File: src/rtl/accel_mem_arbiter.sv
// Round-robin arbiter sharing one downstream data-memory port between the CPU
// data port and the accelerator load/store port, one transaction at a time.
module accel_mem_arbiter #(
   parameter int ADDR_W = 32,
   parameter int DATA_W = 32,
   parameter int CNT_W  = 32
) (
   input  logic                clk,
   input  logic                reset,
   input  logic                cpu_mem_read,
   input  logic                cpu_mem_write,
   input  logic [ADDR_W-1:0]   cpu_mem_address,
   input  logic [DATA_W-1:0]   cpu_mem_wdata,
   input  logic [DATA_W/8-1:0] cpu_mem_wmask,
   output logic                cpu_mem_resp,
   output logic [DATA_W-1:0]   cpu_mem_rdata,
   input  logic                acc_mem_read,
   input  logic                acc_mem_write,
   input  logic [ADDR_W-1:0]   acc_address,
   input  logic [DATA_W-1:0]   acc_st_data,
   output logic                acc_mem_resp,
   output logic [DATA_W-1:0]   acc_data,
   output logic                mem_read,
   output logic                mem_write,
   output logic [ADDR_W-1:0]   mem_address,
   output logic [DATA_W-1:0]   mem_wdata,
   output logic [DATA_W/8-1:0] mem_wmask,
   input  logic                mem_resp,
   input  logic [DATA_W-1:0]   mem_rdata,
   input  logic                acc_clear,
   output logic [1:0]          busy_owner,
   output logic [CNT_W-1:0]    acc_xfer_count
);

   typedef enum logic [1:0] {
      IDLE     = 2'b00,
      CPU_BUSY = 2'b01,
      ACC_BUSY = 2'b10
   } state_t;

   state_t           state;
   state_t           state_next;
   logic             last_owner;
   logic             last_owner_next;
   logic             cpu_req;
   logic             acc_req;
   logic [CNT_W-1:0] xfer_count;

   assign cpu_req        = cpu_mem_read | cpu_mem_write;
   assign acc_req        = acc_mem_read | acc_mem_write;
   assign cpu_mem_rdata  = mem_rdata;
   assign acc_data       = mem_rdata;
   assign busy_owner     = state;
   assign acc_xfer_count = xfer_count;

   // last_owner: 1 means ACC was served last, so the CPU wins the first tie.
   always_ff @(posedge clk) begin
      if (reset) begin
         state      <= IDLE;
         last_owner <= 1'b1;
      end else begin
         state      <= state_next;
         last_owner <= last_owner_next;
      end
   end

   always_ff @(posedge clk) begin
      if (reset || acc_clear) begin
         xfer_count <= '0;
      end else if (state == ACC_BUSY && mem_resp) begin
         xfer_count <= xfer_count + CNT_W'(1);
      end
   end

   // Request muxing is combinational from the owner; only the grant is registered.
   always_comb begin
      state_next      = state;
      last_owner_next = last_owner;
      mem_read        = 1'b0;
      mem_write       = 1'b0;
      mem_address     = '0;
      mem_wdata       = '0;
      mem_wmask       = '0;
      cpu_mem_resp    = 1'b0;
      acc_mem_resp    = 1'b0;
      case (state)
         IDLE: begin
            if (cpu_req && acc_req) begin
               state_next = last_owner ? CPU_BUSY : ACC_BUSY;
            end else if (cpu_req) begin
               state_next = CPU_BUSY;
            end else if (acc_req) begin
               state_next = ACC_BUSY;
            end
         end
         CPU_BUSY: begin
            mem_read    = cpu_mem_read;
            mem_write   = cpu_mem_write;
            mem_address = cpu_mem_address;
            mem_wdata   = cpu_mem_wdata;
            mem_wmask   = cpu_mem_wmask;
            if (mem_resp) begin
               cpu_mem_resp    = 1'b1;
               state_next      = IDLE;
               last_owner_next = 1'b0;
            end
         end
         ACC_BUSY: begin
            mem_read    = acc_mem_read;
            mem_write   = acc_mem_write;
            mem_address = acc_address;
            mem_wdata   = acc_st_data;
            mem_wmask   = '1;
            if (mem_resp) begin
               acc_mem_resp    = 1'b1;
               state_next      = IDLE;
               last_owner_next = 1'b1;
            end
         end
         default: begin
            state_next = IDLE;
         end
      endcase
   end

endmodule

File: config.mk
export PLATFORM = sky130hd
export DESIGN_NAME = accel_mem_arbiter
export DESIGN_NICKNAME = d
export VERILOG_FILES = /design/src/rtl/accel_mem_arbiter.sv
export SDC_FILE = /design/constraint.sdc
export NUM_CORES = 1
export LEC_CHECK = 0
export ABC_AREA = 1
export CORE_AREA = 2 2 134 136
export CTS_BUF_LIST = sky130_fd_sc_hd__clkbuf_8
export CTS_CLUSTER_SIZE = 30
export DETAILED_ROUTE_END_ITERATION = 8
export DIE_AREA = 0 0 136 138
export PLACE_DENSITY = 0.59
export SYNTH_ARGS = -nofsm -noshare
export SYNTH_HDL_FRONTEND = slang
export SYNTH_SLANG_ARGS = --single-unit
File: constraint.sdc
create_clock -name clk -period 1.9 [get_ports clk]
set_clock_uncertainty 0.1 [all_clocks]
set_input_delay 0.38 -clock clk [delete_from_list [all_inputs] [get_ports clk]]
set_output_delay 0.38 -clock clk [all_outputs]
set_load 0.05 [all_outputs]
# Yosys cells after proc, flatten, opt, wreduce, memory -nomap -nowiden
# Index checks and enable logic that the tools add are counted.
dict set report word_totals {
  ff_bits 35
  input_bits 172
  elab_cells 37
}
dict set report classes {
  add_sub_neg 1
  n_eq_ne 6
  muxes 17
  bitwise_logic 2
  n_reduce_logical 8
}
# op count
set ops {}
lappend ops {{case mux 32 bit (2 select lines)} 2}
lappend ops {{adder 32 x 1 -> 32 bit, second input constant} 1}
lappend ops {{two-way mux 2 bit} 5}
lappend ops {{case mux 4 bit (2 select lines)} 1}
lappend ops {{case mux 1 bit (2 select lines)} 3}
lappend ops {{two-way mux 1 bit} 5}
lappend ops {{!= test 2 bit, second input constant} 2}
lappend ops {{!= test 4 bit, second input constant} 1}
lappend ops {{case mux 2 bit (2 select lines)} 1}
lappend ops {{AND reduction 3 bit} 1}
lappend ops {{equality test 2 x 1 -> 1 bit, second input constant} 1}
lappend ops {{equality test 2 bit, second input constant} 1}
lappend ops {{logical AND 1 bit} 2}
lappend ops {{logical NOT 2 bit} 1}
lappend ops {{!= test 2 x 1 -> 1 bit, second input constant} 1}
lappend ops {{bitwise OR 1 bit} 2}
lappend ops {{AND reduction 2 bit} 1}
lappend ops {{nonzero test 2 bit} 1}
lappend ops {{OR reduction 2 bit} 1}
lappend ops {{logical OR 1 bit} 1}

# Longest topological paths before layout
dict set report logic_depth {
  depth_word 5
  depth_mapped 11
  ltp_nobuf 10
}

# Worst setup path after synthesis
# OpenSTA, ideal clock, no wires.
dict set report synth_path {
  kind {register -> output}
  startpoint {register state[1], in the netlist busy_owner[1]}
  endpoint {output mem_address[0]}
  t_arrival_ns 2.304
  path_slack_ns -0.884
  path_stages_with_launch 7
  path_buffers 3
  cell_sequence {dfxtp_1 ha_1 buf_4 buf_2 buf_1 nand2_1 a21oi_1}
}
dict set report synth_between {
  elab_chain_cells 2
  elab_cells_between_ends 3
  classes_between {eq/ne (2); mux (1)}
}
# element line
set synth_rtl {}
lappend synth_rtl {{start, declared} 41} ;# state_t state;
lappend synth_rtl {{start signal, assigned} 62} ;# state <= state_next;
lappend synth_rtl {{equality test 2 bit or equality test 2 x 1 -> 1 bit (tied branches)} 86} ;# case (state)
lappend synth_rtl {{case mux 32 bit (2 select lines) (*)} 86}
lappend synth_rtl {{end, declared} 25} ;# output logic [ADDR_W-1:0] mem_address,
# Every way passes the cells marked *; elsewhere a longest branch is shown, timed or not.

# Worst setup path after layout
dict set report layout_path {
  startpoint {register state[1], in the netlist busy_owner[1]}
  endpoint {output mem_wmask[1]}
}
dict set report layout_between {
  elab_chain_cells 2
  elab_cells_between_ends 3
  classes_between {eq/ne (2); mux (1)}
}
# element line
set layout_rtl {}
lappend layout_rtl {{equality test 2 bit or equality test 2 x 1 -> 1 bit (tied branches)} 86}
lappend layout_rtl {{case mux 4 bit (2 select lines) (*)} 86}
lappend layout_rtl {{end, declared} 27} ;# output logic [DATA_W/8-1:0] mem_wmask,
# Marked as above.

==> metrics.md <==
| Metric | Value |
|---|---|
| Leakage Power | between 3 and 4 nW |
| Switching Share | a little under half |
| Num CTS Buffers | 5 |
| Final Hold Vio Count | 0 |
| Share of the clock period used by the worst path after layout | 116% |
| Number of storage elements in the synthesis netlist | 35 |
| Die Span X | approximately 140 um |
| R2R cell count | 10 |
| Syn avg cell area | 5.78 sq um |
| Global routing usage on met1 | between 20 and 25% |
| Post-synthesis instance area | approximately 0.0034 sq mm |
| Height of the chip | 138 um |
| Crit path buf inv count | 4 |
| Register share of total power | around 17% |
| Final count of negative-setup-slack endpoints | 72 |
| Number of global-route vias before repair | about 4500 |
| Post-synthesis net count | ~760 |
| Endpoint of the most critical register-to-register path | acc_xfer_count[24] |
| Tightest slew margin relative to the limit | 79.5% |
| CP startpoint kind | register |
| Post-Syn Instances | 586 |
| Number of nets in the final layout | approximately 990 |
| Max Fanout on Critical Path | 6 |
| Clock power frac | about an eighth |
| Cell count along the critical path | 6 |
| Critical Path Max Stage Delay | 0.37 ns |
| Iter 0 DRT Violations | 142 |
| DR WL/cell | 16.9 um |
| Peak supply drop | approximately 0.3 mV |
| Areal power density over the cells | ~560 mW/mm^2 |
| CORE AREA | between 0.015 and 0.02 sq mm |
| Worst Hold End | last_owner |
| Max cap viols | 0 |
| Port buffer count | around 250 |
| # hold bufs at CTS | 0 |
| Placed Instance Area | ~0.0070 sq mm |
| Achievable clock frequency | between 0.4 and 0.5 GHz |
| Portion of the post-synthesis area used by sequential elements | between 20 and 25% |
| Deepest clock path buffer count | 2 |
| Clock latency of the later-clocked register in the worst-skew pair | roughly 0.30 ns |
| Hold Startpoint | last_owner |
| Clock-pin slew on the worst setup and hold paths | 0.07 ns |
| Critical Setup Path Class | register to output pin |
| Sw Pwr | approximately 0.0021 W |
| Non-filler instance count after layout | around 1000 |
| Worst slew pin tran | roughly 0.31 ns |
| Most crowded layer after global routing | met2 |
| Clock tree from TritonCTS | yes |
| Number of warning messages in the yosys log | 0 |
| Cell depth of the worst min-delay path | 2 |
| Required @ worst endpoint | about 1.4 ns |
| Run status | complete, but fails checks |
| Overflow left after global routing | 0 |
| Final standard cell area without fillers | 0.00811 sq mm |
| Violations in the final reports | setup timing |
| Path type of the worst min-delay path | register to register |
| Comb pwr share | 71.5% |
| HPWL after detailed placement | roughly 14000 um |
| DRC errors left | 0 |
| Delay-heaviest family, CP | buffers and inverters |
| Fin crit period | around 2.2 ns |
| Cell count after placement | 1013 |
| Routed vias/inst | about 4.3 |
| CTS Root Buffer Type | sky130_fd_sc_hd__clkbuf_8 |
| Initial Utilization | between 10% and 20% |
| Overall die area | about 0.019 sq mm |
| Number of placed I/O pins | roughly 340 |
| RSZ-0062 raised after global routing | yes |
| Cell-by-cell trace of the critical path | buf_6, ha_4, buf_8, clkinvlp_4, a21oi_4, buf_12 |
| Sum of negative setup slack | -14.83 ns |
| P&R area growth vs syn | 139% |
| R2R Setup Slk | 0.07 ns |
| Maximum number of pins on one net before global-route repair | 24 |
| PnR worst setup slack | -0.297 ns |
| Antenna-violating nets left | 0 |
| Endpoint arrival time on the critical path | between 1.5 and 2 ns |
| Most common cell after layout, fill and taps aside | sky130_fd_sc_hd__clkdlybuf4s50_1 |
| Design internal power | around 0.0025 W |
| Initial antenna violation count | 3 |
| Slowest cell on the critical path | sky130_fd_sc_hd__dfxtp_4 |
| Global-route wire length before repair | 26100 um |
| Share of cells above drive strength 1 | 44.9% |
| Setup slack after placement | -0.0813 ns |
| Leading cell types in the layout, fill and taps excluded | sky130_fd_sc_hd__clkdlybuf4s50_1, sky130_fd_sc_hd__nand2_1, sky130_fd_sc_hd__a21oi_4 |
| Number of pins with negative max-slew slack in the final report | 0 |
| Final wirelength | roughly 18000 um |
| Distinct cell type count after synthesis | 28 |
| RePlAce Congestion | around 0.85 |
| Fill cell instance count of the final layout | 1685 |
| H-tree depth | 2 |
| DRT Pass-1 Iters | 4 |
| RR Startpoint | busy_owner[1] |
| Number of standard-cell rows in the floorplan | about 50 |
| CTS sink count | 35 |
| Met3 track demand over resource in global routing | under 10% |
| Element type at the critical path end | output pin |
| Vias post-DR | 4516 |
| Fraction of met2 tracks used by global routing | a little under 30% |
| All-Layer GR Usage | 17.7% |
metrics by stage:
step | total power, W | hold slack, ns | util [%]
after floorplan | 0.00257 | 0.327 | -
after global placement | 0.00331 | 0.368 | 39.7
after detailed placement | 0.00331 | 0.379 | 39.7
after CTS | 0.00435 | 0.397 | 44.3
after global routing | 0.00472 | 0.422 | 46.2
final | 0.00453 | 0.401 | 46.3
cell families after synthesis:
| kind of cell | Yosys count | synth area share [%] |
|---|---|---|
| AO/OA/AOI/OAI | 91 | 13.7 |
| buffers and inverters | 126 | 21.2 |
| adder cells (fa/ha/maj) | 4 | 1.48 |
| flip-flops | 35 | 20.7 |
| AND/OR/NAND/NOR | 323 | 41.1 |
| XOR/XNOR | 7 | 1.81 |
final cells by class:
class                   count  area, sq um  area share [%]
clock buffers               5         68.8           0.849
repair buffers            305         3640            44.8
inverters                  37          168            2.07
multi-input cells         425         3220            39.7
flip-flops and latches     35          711            8.76
well taps                 229          287            3.53
diodes                      1         2.50          0.0309
clock inverters             3         15.0           0.185
worst register-to-register path: stages (launching register included):
cell and delay [ns]:
sky130_fd_sc_hd__dfxtp_4 0.37, sky130_fd_sc_hd__buf_6 0.10, sky130_fd_sc_hd__ha_4 0.18, sky130_fd_sc_hd__buf_4 0.21
sky130_fd_sc_hd__nand2_8 0.11, sky130_fd_sc_hd__nor2_4 0.19, sky130_fd_sc_hd__nand4_1 0.16, sky130_fd_sc_hd__nor2_1 0.16
sky130_fd_sc_hd__nand2_1 0.06, sky130_fd_sc_hd__nand2_1 0.06, sky130_fd_sc_hd__nor2_1 0.04
registers in the layout (all words and copies together), names as in the netlist:
register,cells
busy_owner,2
acc_xfer_count,32
last_owner,1
worst max-delay path by stage:
stage | start | to | slack (ns)
finish | busy_owner[1] | mem_wmask[1] | -0.30
global route | busy_owner[1] | mem_wmask[1] | -0.32
CTS | busy_owner[0] | mem_address[5] | -0.24
detailed placement | mem_resp | acc_xfer_count[8] | -0.08
global placement | mem_resp | acc_xfer_count[26] | -0.06
floorplan | busy_owner[1] | mem_address[10] | -0.03
timing repair:
| item | CTS | global route |
|---|---|---|
| setup buffers | 9 | 4 |
| cloned | 4 | 3 |
| pin swaps | 27 | 34 |
| resized for setup | 148 | 72 |
| setup endpoints to repair | 72 | 75 |
power groups by stage:
stage | Sequential, W | Combinational [W] | Clock, W
6_report | 0.000756 | 0.00324 | 0.000537
5_1_grt | 0.000757 | 0.00337 | 0.000588
4_1_cts | 0.000755 | 0.00305 | 0.000552
3_5_place_dp | 0.000770 | 0.00254 | 0
3_3_place_gp | 0.000770 | 0.00254 | 0
2_1_floorplan | 0.000796 | 0.00178 | 0
cells in the mapped netlist:
master / number / area (sq um)
sky130_fd_sc_hd__nand2_1: 216 / 811
sky130_fd_sc_hd__a21oi_1: 81 / 405
sky130_fd_sc_hd__buf_4: 65 / 488
sky130_fd_sc_hd__nor2_1: 61 / 229
sky130_fd_sc_hd__inv_1: 36 / 135
sky130_fd_sc_hd__dfxtp_1: 35 / 701
sky130_fd_sc_hd__clkbuf_1: 19 / 71.3
sky130_fd_sc_hd__nand3_1: 16 / 80.1
sky130_fd_sc_hd__o21ai_0: 6 / 30.0
sky130_fd_sc_hd__nand4_1: 5 / 31.3
sky130_fd_sc_hd__xor2_1: 5 / 43.8
sky130_fd_sc_hd__ha_1: 4 / 50.1
sky130_fd_sc_hd__nor2_2: 4 / 25.0
sky130_fd_sc_hd__nor2_4: 4 / 45.0
sky130_fd_sc_hd__nor3_1: 4 / 20.0
sky130_fd_sc_hd__buf_1: 3 / 11.3
sky130_fd_sc_hd__nand2_2: 3 / 18.8
sky130_fd_sc_hd__buf_2: 2 / 10.0
sky130_fd_sc_hd__nand2_4: 2 / 22.5
sky130_fd_sc_hd__nand3_2: 2 / 20.0
sky130_fd_sc_hd__nand3_4: 2 / 35.0
sky130_fd_sc_hd__nor2_8: 2 / 40.0
sky130_fd_sc_hd__nor3b_1: 2 / 15.0
sky130_fd_sc_hd__o22ai_1: 2 / 12.5
sky130_fd_sc_hd__xnor2_1: 2 / 17.5
sky130_fd_sc_hd__a211oi_1: 1 / 7.51
sky130_fd_sc_hd__a21o_1: 1 / 7.51
sky130_fd_sc_hd__inv_2: 1 / 3.75
metal layers:
layer | vias to the layer above | part of all wire (%) | routed length [um]
met3 | 19 | 10 | 1820
met1 | 2043 | 41 | 7210
li1 | 2231 | - | -
met4 | 4 | 1.6 | 274
met5 | - | 0.14 | 25
met2 | 219 | 47 | 8280
No activity file was read; power rests on OpenSTA's default activity.
==> RTL change (same flow settings) <==
Change the parameter `CNT_W` from 32 to 16.
--- a/src/rtl/accel_mem_arbiter.sv
+++ b/src/rtl/accel_mem_arbiter.sv
@@ -3,7 +3,7 @@
 module accel_mem_arbiter #(
    parameter int ADDR_W = 32,
    parameter int DATA_W = 32,
-   parameter int CNT_W  = 32
+   parameter int CNT_W  = 16
 ) (
    input  logic                clk,
    input  logic                reset,
Ports: changed (resized acc_xfer_count); port bits go from 342 to 326. No check against the original RTL was run, so the function may have changed too.
==> RTL change against the original RTL <==
The run still ends with negative setup slack left; sequential cell count decreased by 16; area after synthesis decreased by 27%; die area unchanged; power increased by 72%; worst hold slack improved by 0.012 ns; final area decreased by 18%; routed wire length decreased by 22%; worst setup slack improved by 0.11 ns; final cell count decreased by 17%; count of clock-buffer cells in the layout decreased by 2; critical endpoint is now mem_address[21]; largest cell class unchanged.
==> RTL change: results <==
[layout]
fin_cells = 866
largest_reg_flops = 16
nets = 815
fillers = 1758
n_antenna_cell = 0

[timing]
slew_headroom = 0.794
final.setup.worst_slack_ns = -0.185
finalSetupViolations = 71

[pwr]
irDropWorstVdd_v = 0.000933
p_leak_uw = 0.00233

[detailed_routing]
drt_iter0_drc = 67
avgViaCountPerCell = 4.03
wl_per_cell_um = 15.8

[worst_setup_path]
crit_arrival_ns = 1.61
crit_fanout = 12

[placed_design]
hpwl_um = 9240
place_inst = 832
post-place-ws_ns = 0.00939
gp_congestion = 0.781

[grt]
antenna_found_initial = 0
grt_pass1_vias = 3512
grt_max_degree = 20
grt_pass1_wl_um = 18500
grt_util_all_layers = 0.122

[clock_tree]
clk_latency_ns = 0.26
htreeDepth = 1
numCtsBuffers = 3

[logic_synthesis]
seq_area_frac_synth = 0.154
synthTopCellsByCount = "nand2_1, a21oi_1, buf_4, nor2_1, dfxtp_1"
synth_cell_types = 26
syn_inst = 442
syn_nets = 619
ys_top_cells_by_area = "nand2_1, buf_4, dfxtp_1, a21oi_1, nor2_1"

[outcome]
status = "finished with violations"
violations = "negative setup slack"
==> RTL change: power breakdown <==
group / switching [uW] / internal, uW
Clock: 144 / 146
Sequential: 27.8 / 429
Combinational: 4010 / 3030
Total: 4180 / 3600
==> RTL change: worst register-to-register path, delay by kind of cell, from the launching register on <==
kind / cells / cell delay (ns)
simple gates: 7 / 0.61
flops: 1 / 0.37
buf+inv: 3 / 0.37
fa+ha+maj: 1 / 0.21
==> RTL change: what timing repair did <==
item                       in CTS  in global routing
gates resized for setup       108                 55
setup endpoints to repair      72                 75
pin swaps                       6                 21
buffers inserted                9                  6
cloned                          6                 10
==> RTL change: cell type report <==
class	instances	area share
sequential	19	0.0582
tap	229	0.0430
clock inverter	1	0.000751
inverter	19	0.0126
multi-input combinational	316	0.371
timing repair buffer	278	0.507
timing repair inverter	1	0.000939
clock buffer	3	0.00620
==> RTL change: metrics by stage <==
stage | TNS [ns] | area [sq um]
6_report | -10.87 | 6660
4_1_cts | -12.23 | 6200
5_1_grt | -15.03 | 6660
3_5_place_dp | 0 | 5570
2_1_floorplan | -2.70 | 3320
3_3_place_gp | -0.00205 | 5570
==> RTL change: logic make-up after synthesis <==
kind of cell | synth area share
AO/OA/AOI/OAI | 0.174
XOR/XNOR | 0.0106
adder cells (fa/ha/maj) | 0.0253
buffers and inverters | 0.263
flip-flops | 0.154
AND/OR/NAND/NOR | 0.373
==> RTL change: worst paths after layout <==
path / start / end / slack, ns / cells after the start
hold / removal: acc_xfer_count[15] / acc_xfer_count[15] / 0.41 / 2
setup reg to reg: busy_owner[0] / acc_xfer_count[12] / 0.16 / 11
setup / recovery: busy_owner[1] / mem_address[21] / -0.19 / 7
hold reg to reg: acc_xfer_count[15] / acc_xfer_count[15] / 0.41 / 2
==> RTL change: per-layer routing <==
layer	routed length, um	share of wire	up-vias	GRT usage
li1	-	-	1733	-
met1	5430	0.40	1575	0.144
met2	6770	0.50	163	0.221
met3	1210	0.089	19	0.0315
met4	237	0.017	0	0.0274
met5	0	0	-	0
